## src/rtl/hmac_bus_master.sv

```systemverilog
// Register-bus initiator that runs one HMAC job: loads key and message into the
// peripheral, triggers the hash, polls for completion and reads the digest back.
module hmac_bus_master #(
    parameter int                    ADDR_WIDTH = 32,
    parameter int                    DATA_WIDTH = 32,
    parameter logic [ADDR_WIDTH-1:0] BASE_ADDR  = '0,
    parameter int                    POLL_MAX   = 1024
) (
    input  logic                  clk_i,
    input  logic                  rst_ni,
    input  logic                  start_i,
    input  logic [255:0]          key_i,
    input  logic [511:0]          message_i,
    output logic                  busy_o,
    output logic                  done_o,
    output logic                  err_o,
    output logic [255:0]          hash_o,
    output logic                  bus_valid_o,
    output logic                  bus_write_o,
    output logic [ADDR_WIDTH-1:0] bus_addr_o,
    output logic [DATA_WIDTH-1:0] bus_wdata_o,
    input  logic [DATA_WIDTH-1:0] bus_rdata_i,
    input  logic                  bus_ready_i,
    input  logic                  bus_error_i
);

    localparam int PW = $clog2(POLL_MAX + 1);

    typedef enum logic [3:0] {
        S_IDLE, S_POLL_RDY, S_WR_KEY, S_WR_MSG, S_WR_CLR,
        S_WR_GO, S_SETTLE, S_POLL_VLD, S_RD_HASH, S_DONE
    } state_e;

    state_e         state_q, state_d;
    logic [4:0]     cnt_q;
    logic [PW-1:0]  poll_q;
    logic           gap_q;
    logic           err_q;
    logic [255:0]   key_q;
    logic [511:0]   msg_q;
    logic [255:0]   hash_q;

    logic        req, wr, xfer;
    logic        cnt_clr, cnt_inc, poll_inc, capture, fail, hash_we;
    logic [5:0]  word;
    logic [31:0] wdata;

    // A request is withheld for the cycle after each completion (gap_q).
    assign xfer = req && bus_ready_i;

    always_comb begin
        state_d  = state_q;
        req      = 1'b0;
        wr       = 1'b0;
        word     = 6'd0;
        wdata    = 32'd0;
        cnt_clr  = 1'b0;
        cnt_inc  = 1'b0;
        poll_inc = 1'b0;
        capture  = 1'b0;
        fail     = 1'b0;
        hash_we  = 1'b0;
        unique case (state_q)
            S_IDLE: begin
                if (start_i) begin
                    capture = 1'b1;
                    cnt_clr = 1'b1;
                    state_d = S_POLL_RDY;
                end
            end
            S_POLL_RDY, S_POLL_VLD: begin
                req  = !gap_q;
                word = (state_q == S_POLL_RDY) ? 6'd0 : 6'd17;
                if (xfer) begin
                    if (bus_rdata_i[0]) begin
                        cnt_clr = 1'b1;
                        state_d = (state_q == S_POLL_RDY) ? S_WR_KEY : S_RD_HASH;
                    end else if (poll_q == PW'(POLL_MAX - 1)) begin
                        fail    = 1'b1;
                        state_d = S_DONE;
                    end else begin
                        poll_inc = 1'b1;
                    end
                end
            end
            S_WR_KEY: begin
                req   = !gap_q;
                wr    = 1'b1;
                word  = 6'd26 + {1'b0, cnt_q};
                wdata = key_q[{cnt_q[2:0], 5'd0} +: 32];
                if (xfer) begin
                    if (cnt_q == 5'd7) begin
                        cnt_clr = 1'b1;
                        state_d = S_WR_MSG;
                    end else begin
                        cnt_inc = 1'b1;
                    end
                end
            end
            S_WR_MSG: begin
                req   = !gap_q;
                wr    = 1'b1;
                word  = 6'd1 + {1'b0, cnt_q};
                wdata = msg_q[{cnt_q[3:0], 5'd0} +: 32];
                if (xfer) begin
                    if (cnt_q == 5'd15) begin
                        cnt_clr = 1'b1;
                        state_d = S_WR_CLR;
                    end else begin
                        cnt_inc = 1'b1;
                    end
                end
            end
            S_WR_CLR: begin
                req = !gap_q;
                wr  = 1'b1;
                if (xfer) state_d = S_WR_GO;
            end
            S_WR_GO: begin
                req   = !gap_q;
                wr    = 1'b1;
                wdata = 32'd1;
                if (xfer) begin
                    cnt_clr = 1'b1;
                    state_d = S_SETTLE;
                end
            end
            S_SETTLE: begin
                // Two quiet cycles let the peripheral drop a stale hashValid.
                if (cnt_q == 5'd1) begin
                    cnt_clr = 1'b1;
                    state_d = S_POLL_VLD;
                end else begin
                    cnt_inc = 1'b1;
                end
            end
            S_RD_HASH: begin
                req  = !gap_q;
                word = 6'd18 + {1'b0, cnt_q};
                if (xfer) begin
                    hash_we = 1'b1;
                    if (cnt_q == 5'd7) state_d = S_DONE;
                    else               cnt_inc = 1'b1;
                end
            end
            S_DONE:  state_d = S_IDLE;
            default: state_d = S_IDLE;
        endcase
        if (xfer && bus_error_i) begin
            fail    = 1'b1;
            hash_we = 1'b0;
            state_d = S_DONE;
        end
    end

    always_ff @(posedge clk_i or negedge rst_ni) begin
        if (!rst_ni) state_q <= S_IDLE;
        else         state_q <= state_d;
    end

    always_ff @(posedge clk_i or negedge rst_ni) begin
        if (!rst_ni) begin
            cnt_q  <= '0;
            poll_q <= '0;
            gap_q  <= 1'b0;
            err_q  <= 1'b0;
            key_q  <= '0;
            msg_q  <= '0;
            hash_q <= '0;
        end else begin
            gap_q <= xfer;
            if (cnt_clr)      cnt_q <= '0;
            else if (cnt_inc) cnt_q <= cnt_q + 5'd1;
            if (cnt_clr)       poll_q <= '0;
            else if (poll_inc) poll_q <= poll_q + 1'b1;
            if (capture) begin
                key_q  <= key_i;
                msg_q  <= message_i;
                err_q  <= 1'b0;
                hash_q <= '0;
            end
            if (fail)    err_q <= 1'b1;
            if (hash_we) hash_q[{cnt_q[2:0], 5'd0} +: 32] <= bus_rdata_i[31:0];
        end
    end

    assign busy_o      = (state_q != S_IDLE) && (state_q != S_DONE);
    assign done_o      = (state_q == S_DONE);
    assign err_o       = err_q;
    assign hash_o      = hash_q;
    assign bus_valid_o = req;
    assign bus_write_o = req && wr;
    assign bus_addr_o  = req ? BASE_ADDR + ADDR_WIDTH'({word, 2'b00}) : '0;
    assign bus_wdata_o = req ? DATA_WIDTH'(wdata) : '0;

endmodule
```

## config.mk

```make
export PLATFORM = sky130hd
export DESIGN_NAME = hmac_bus_master
export DESIGN_NICKNAME = d
export VERILOG_FILES = /design/src/rtl/hmac_bus_master.sv
export SDC_FILE = /design/constraint.sdc
export NUM_CORES = 2
export LEC_CHECK = 0
export ABC_AREA = 1
export CAP_MARGIN = 20
export CORE_AREA = 8 8 435 437
export DETAILED_ROUTE_END_ITERATION = 8
export DIE_AREA = 0 0 443 445
export DONT_BUFFER_PORTS = 1
export GPL_TIMING_DRIVEN = 1
export MAX_ROUTING_LAYER = met4
export PLACE_DENSITY = 0.45
export REMOVE_ABC_BUFFERS = 1
export SLEW_MARGIN = 20
export SYNTH_ARGS = -nofsm -noshare
export SYNTH_HDL_FRONTEND = slang
export SYNTH_SLANG_ARGS = --single-unit
```

## constraint.sdc

```tcl
create_clock -name clk_i -period 4.6 [get_ports clk_i]
set_clock_uncertainty 0.05 [all_clocks]
set_input_delay 0.92 -clock clk_i [delete_from_list [all_inputs] [get_ports clk_i]]
set_output_delay 0.92 -clock clk_i [all_outputs]
set_load 0.05 [all_outputs]
```

==> impl_summary.txt <==
----------------------------------------------------
[Status]
  Outcome ... finished, final reports clean

[Drt]
  Routed vias/inst ... 4.947
  Routed wire length ... 223,100 um
  Iteration-0 DRC Markers ... 3,809
  Initial DRT Pass Iterations ... 9
  Number of routed nets with antenna violations ... 0
  Post-route DRC ... 0
  Vias after detailed routing ... 42,990
  DR WL/cell ... 25.67 um

[Cells and area]
  Leading cell types in the layout, fill and taps excluded ... nand2_1, dfrtp_1, o21ai_0
  FF/Latch Area ... 0.02619 mm2
  Leading cell type in the layout, fill and taps excluded ... nand2_1
  Area growth from synthesis to layout ... 15.57%
  Share of cells above drive strength 1 ... 6.646%
  Multi-input combinational cell area ... 0.01924 mm2
  Filler cells ... 19,590
  Utilization after layout ... 31.08%
  NumNets Final ... 6,962

[CTS]
  Total clock sinks ... 1,046
  Root buffer selected by CTS ... clkbuf_16
  Bufs on Longest Clock Path ... 3
  Clock-pin slew on the worst setup and hold paths ... 0.06 ns
  Clock buffers created by TritonCTS ... 132
  CTS H-Tree Depth ... 4
  TritonCTS clock tree ... done
  Clock latency reported for the late side of the worst-skew pair ... 0.80 ns

[Placed design]
  HPWL Detailed ... 160,900 um
  Placement-stage worst setup slack ... 0.6354 ns
  Final estimated routing congestion in global placement ... 0.9238
  Port Buffers ... 0

[Timing]
  Slew Viols, Final ... 0
  Final hold violation count ... 0
  Setup TNS ... 0 ns
  Worst slack on hold paths ... 0.02416 ns
  Relative slew slack ... 34.74%
  Worst setup slack after layout ... 0.03200 ns
  RSZ-0062 raised after global routing ... no
  Highest Clock Rate ... 218.9 MHz
  Setup Viol. Count Final ... 0
  Share of the cycle needed by the critical path after routing ... 99.30%
  Worst-Margin Slew ... 0.9789 ns
  Shortest period the worst path allows ... 4.568 ns

[Setup path]
  End point of the critical path ... bus_wdata_o[16]
  Worst Path Buf+Inv ... 2
  Type of destination of the critical path ... primary output
  Critical path's top delay family ... compound AO/OA/AOI/OAI gates
  Number of cells on the critical path ... 9
  Critical path required time ... 3.63 ns
  Reg2Reg Launch Point ... state_q[2]$_DFFE_PN0P_
  Cell seen most often among critical-path stages ... nand3_1
  Setup CP Type ... reg2out
  Worst-path maximum fanout ... 99
  Master of the slowest instance on the critical path ... dfrtp_4
  Worst-path cell chain ... buf_16, a21oi_1, o21ai_0, nand3_1, nand3_1, nand3_1, nand2_1, a21oi_2, buf_4
  Worst r2r dst ... hash_o[17]$_DFF_PN0_
  Delay of the slowest critical-path stage ... 0.59 ns
  Flop-to-flop setup slack ... 1.07 ns
  Depth of the most critical reg-to-reg path ... 12
  Worst setup startpoint ... cnt_q[1]$_DFFE_PN0P_
  Worst endpoint data arrival time ... 3.60 ns
  Launching element type of the critical path ... register

[Floorplanning]
  Die X-Extent ... 443 um
  Placement Rows ... 157
  Top Ports ... 1,130
  Overall die area ... 0.1971 mm2
  Core Box Area ... 0.1821 mm2
  Vertical die dimension ... 445 um
  Starting density of the core ... 26.89%

[Power]
  Total Power ... 40,720 uW
  Power density over the cells ... 719.4 mW/mm2
  Peak supply drop ... 384.4 uV
  Static Leak ... 0.02621 uW

[GRT]
  Global-route wire length before repair ... 317,200 um
  Total routing usage reported by global routing ... 22.32%
  Vias in the first global route ... 42,500
  Overflow left after global routing ... 0
  Pin count of the biggest net entering global routing ... 157
  Number of antenna violations at the first check in global routing ... 72

[Synthesis]
  Netlist cell types ... 37
  Netlist Area Pre-Place ... 0.04897 mm2
  Synthesized area per cell ... 7.784 um2
  Gate count after technology mapping ... 6,292
  Sequential fraction of the synthesis area ... 53.45%
  Synthesis-stage register bit count ... 1,046
  Yosys warnings ... 0

[Run]
  Max capacitance violation total ... 0

[Hold path]
  Worst min-delay path category ... in2async

----------------------------------------------------
-- worst min-delay path by stage --
| stage | slack, ns | startpoint | depth (start not counted) | endpoint |
|---|---|---|---|---|
| after floorplan | 0.39 | key_q[0]$_DFFE_PN0P_ | 2 | key_q[0]$_DFFE_PN0P_ |
| after global placement | 0.41 | key_q[1]$_DFFE_PN0P_ | 2 | key_q[1]$_DFFE_PN0P_ |
| after detailed placement | 0.41 | msg_q[0]$_DFFE_PN0P_ | 2 | msg_q[0]$_DFFE_PN0P_ |
| after CTS | 0.06 | rst_ni | 1 | key_q[182]$_DFFE_PN0P_ |
| after global routing | 0.03 | rst_ni | 1 | key_q[54]$_DFFE_PN0P_ |
| final | 0.02 | rst_ni | 1 | key_q[54]$_DFFE_PN0P_ |
-- synth_stat cells, drive strengths merged --
| cell | number | area (um2) |
|---|---|---|
| o21a | 1 | 7.510 |
| o31ai | 1 | 7.510 |
| or2 | 1 | 6.260 |
| buf | 157 | 843.3 |
| a22oi | 2 | 15.01 |
| clkbuf | 323 | 1212 |
| o21ai | 932 | 4664 |
| nor3 | 4 | 20.02 |
| nor4 | 2 | 12.51 |
| nand2 | 2362 | 8876 |
| nand4 | 5 | 31.28 |
| o2111ai | 1 | 8.760 |
| a21oi | 353 | 1767 |
| dfrtp | 1046 | 26180 |
| conb | 1 | 3.750 |
| o211ai | 68 | 510.5 |
| o41ai | 31 | 271.5 |
| xor2 | 2 | 17.52 |
| ha | 10 | 125.1 |
| nand3 | 351 | 1762 |
| xnor2 | 1 | 8.760 |
| nand3b | 32 | 240.2 |
| clkinv | 2 | 7.510 |
| inv | 438 | 1644 |
| nor2 | 165 | 728.2 |
| a32oi | 1 | 8.760 |
-- through the flow --
| stage | area [um2] | std cells |
|---|---|---|
| after floorplan | 47010 | 5837 |
| after global placement | 52000 | 8396 |
| after detailed placement | 52000 | 8396 |
| after CTS | 56400 | 8626 |
| after global routing | 56590 | 8688 |
| final | 56600 | 8691 |
-- where the power goes --
group	total (uW)	switching (uW)	internal, uW	leakage, uW
logic	15700	11400	4400	0.0107
registers	14300	1770	12600	0.0134
clock network	10600	4390	6240	0.00216
total	40700	17500	23200	0.0262
-- sequential cells by signal, indices dropped and copies added (netlist names) --
register,flops
hash_o,256
err_o,1
msg_q,512
key_q,256
gap_q,1
cnt_q,5
poll_q,11
state_q,4
-- layout make-up --
cell class,instances,share of cell area (%)
flip-flops and latches,1046,46.27
multi-input cells,4351,34.00
clock buffers,193,6.866
well taps,2385,5.272
repair buffers,176,3.442
inverters,440,2.973
clock inverters,38,0.8975
diodes,62,0.2741
-- per-layer routing --
layer / part of all wire (%) / vias to the layer above / GRT usage [%]
li1: - / 19940 / -
met1: 42 / 21130 / 27.58
met2: 48 / 1599 / 35.68
met3: 6.4 / 330 / 4.707
met4: 3.8 / 0 / 9.232
met5: 0 / - / -
-- kinds of logic (layout without fill, tap and decap cells) --
kind of cell,count (synthesis),after routing,share of synthesized area [%]
AO/OA/AOI/OAI,1390,1390,14.83
XOR/XNOR,3,3,0.05366
adder cells (fa/ha/maj),10,10,0.2555
buffers and inverters,920,847,7.570
flip-flops,1046,1046,53.45
other,1,88,0.007657
AND/OR/NAND/NOR,2922,2922,23.84
-- timing repair --
action,4_1_cts,5_1_grt
resized for setup,5,2
setup buffers,0,3
setup endpoints to repair,2,1
gates cloned,0,0
pin swaps,1,0
hold buffers,0,0
Note: power is estimated with default switching activity, not from simulation.
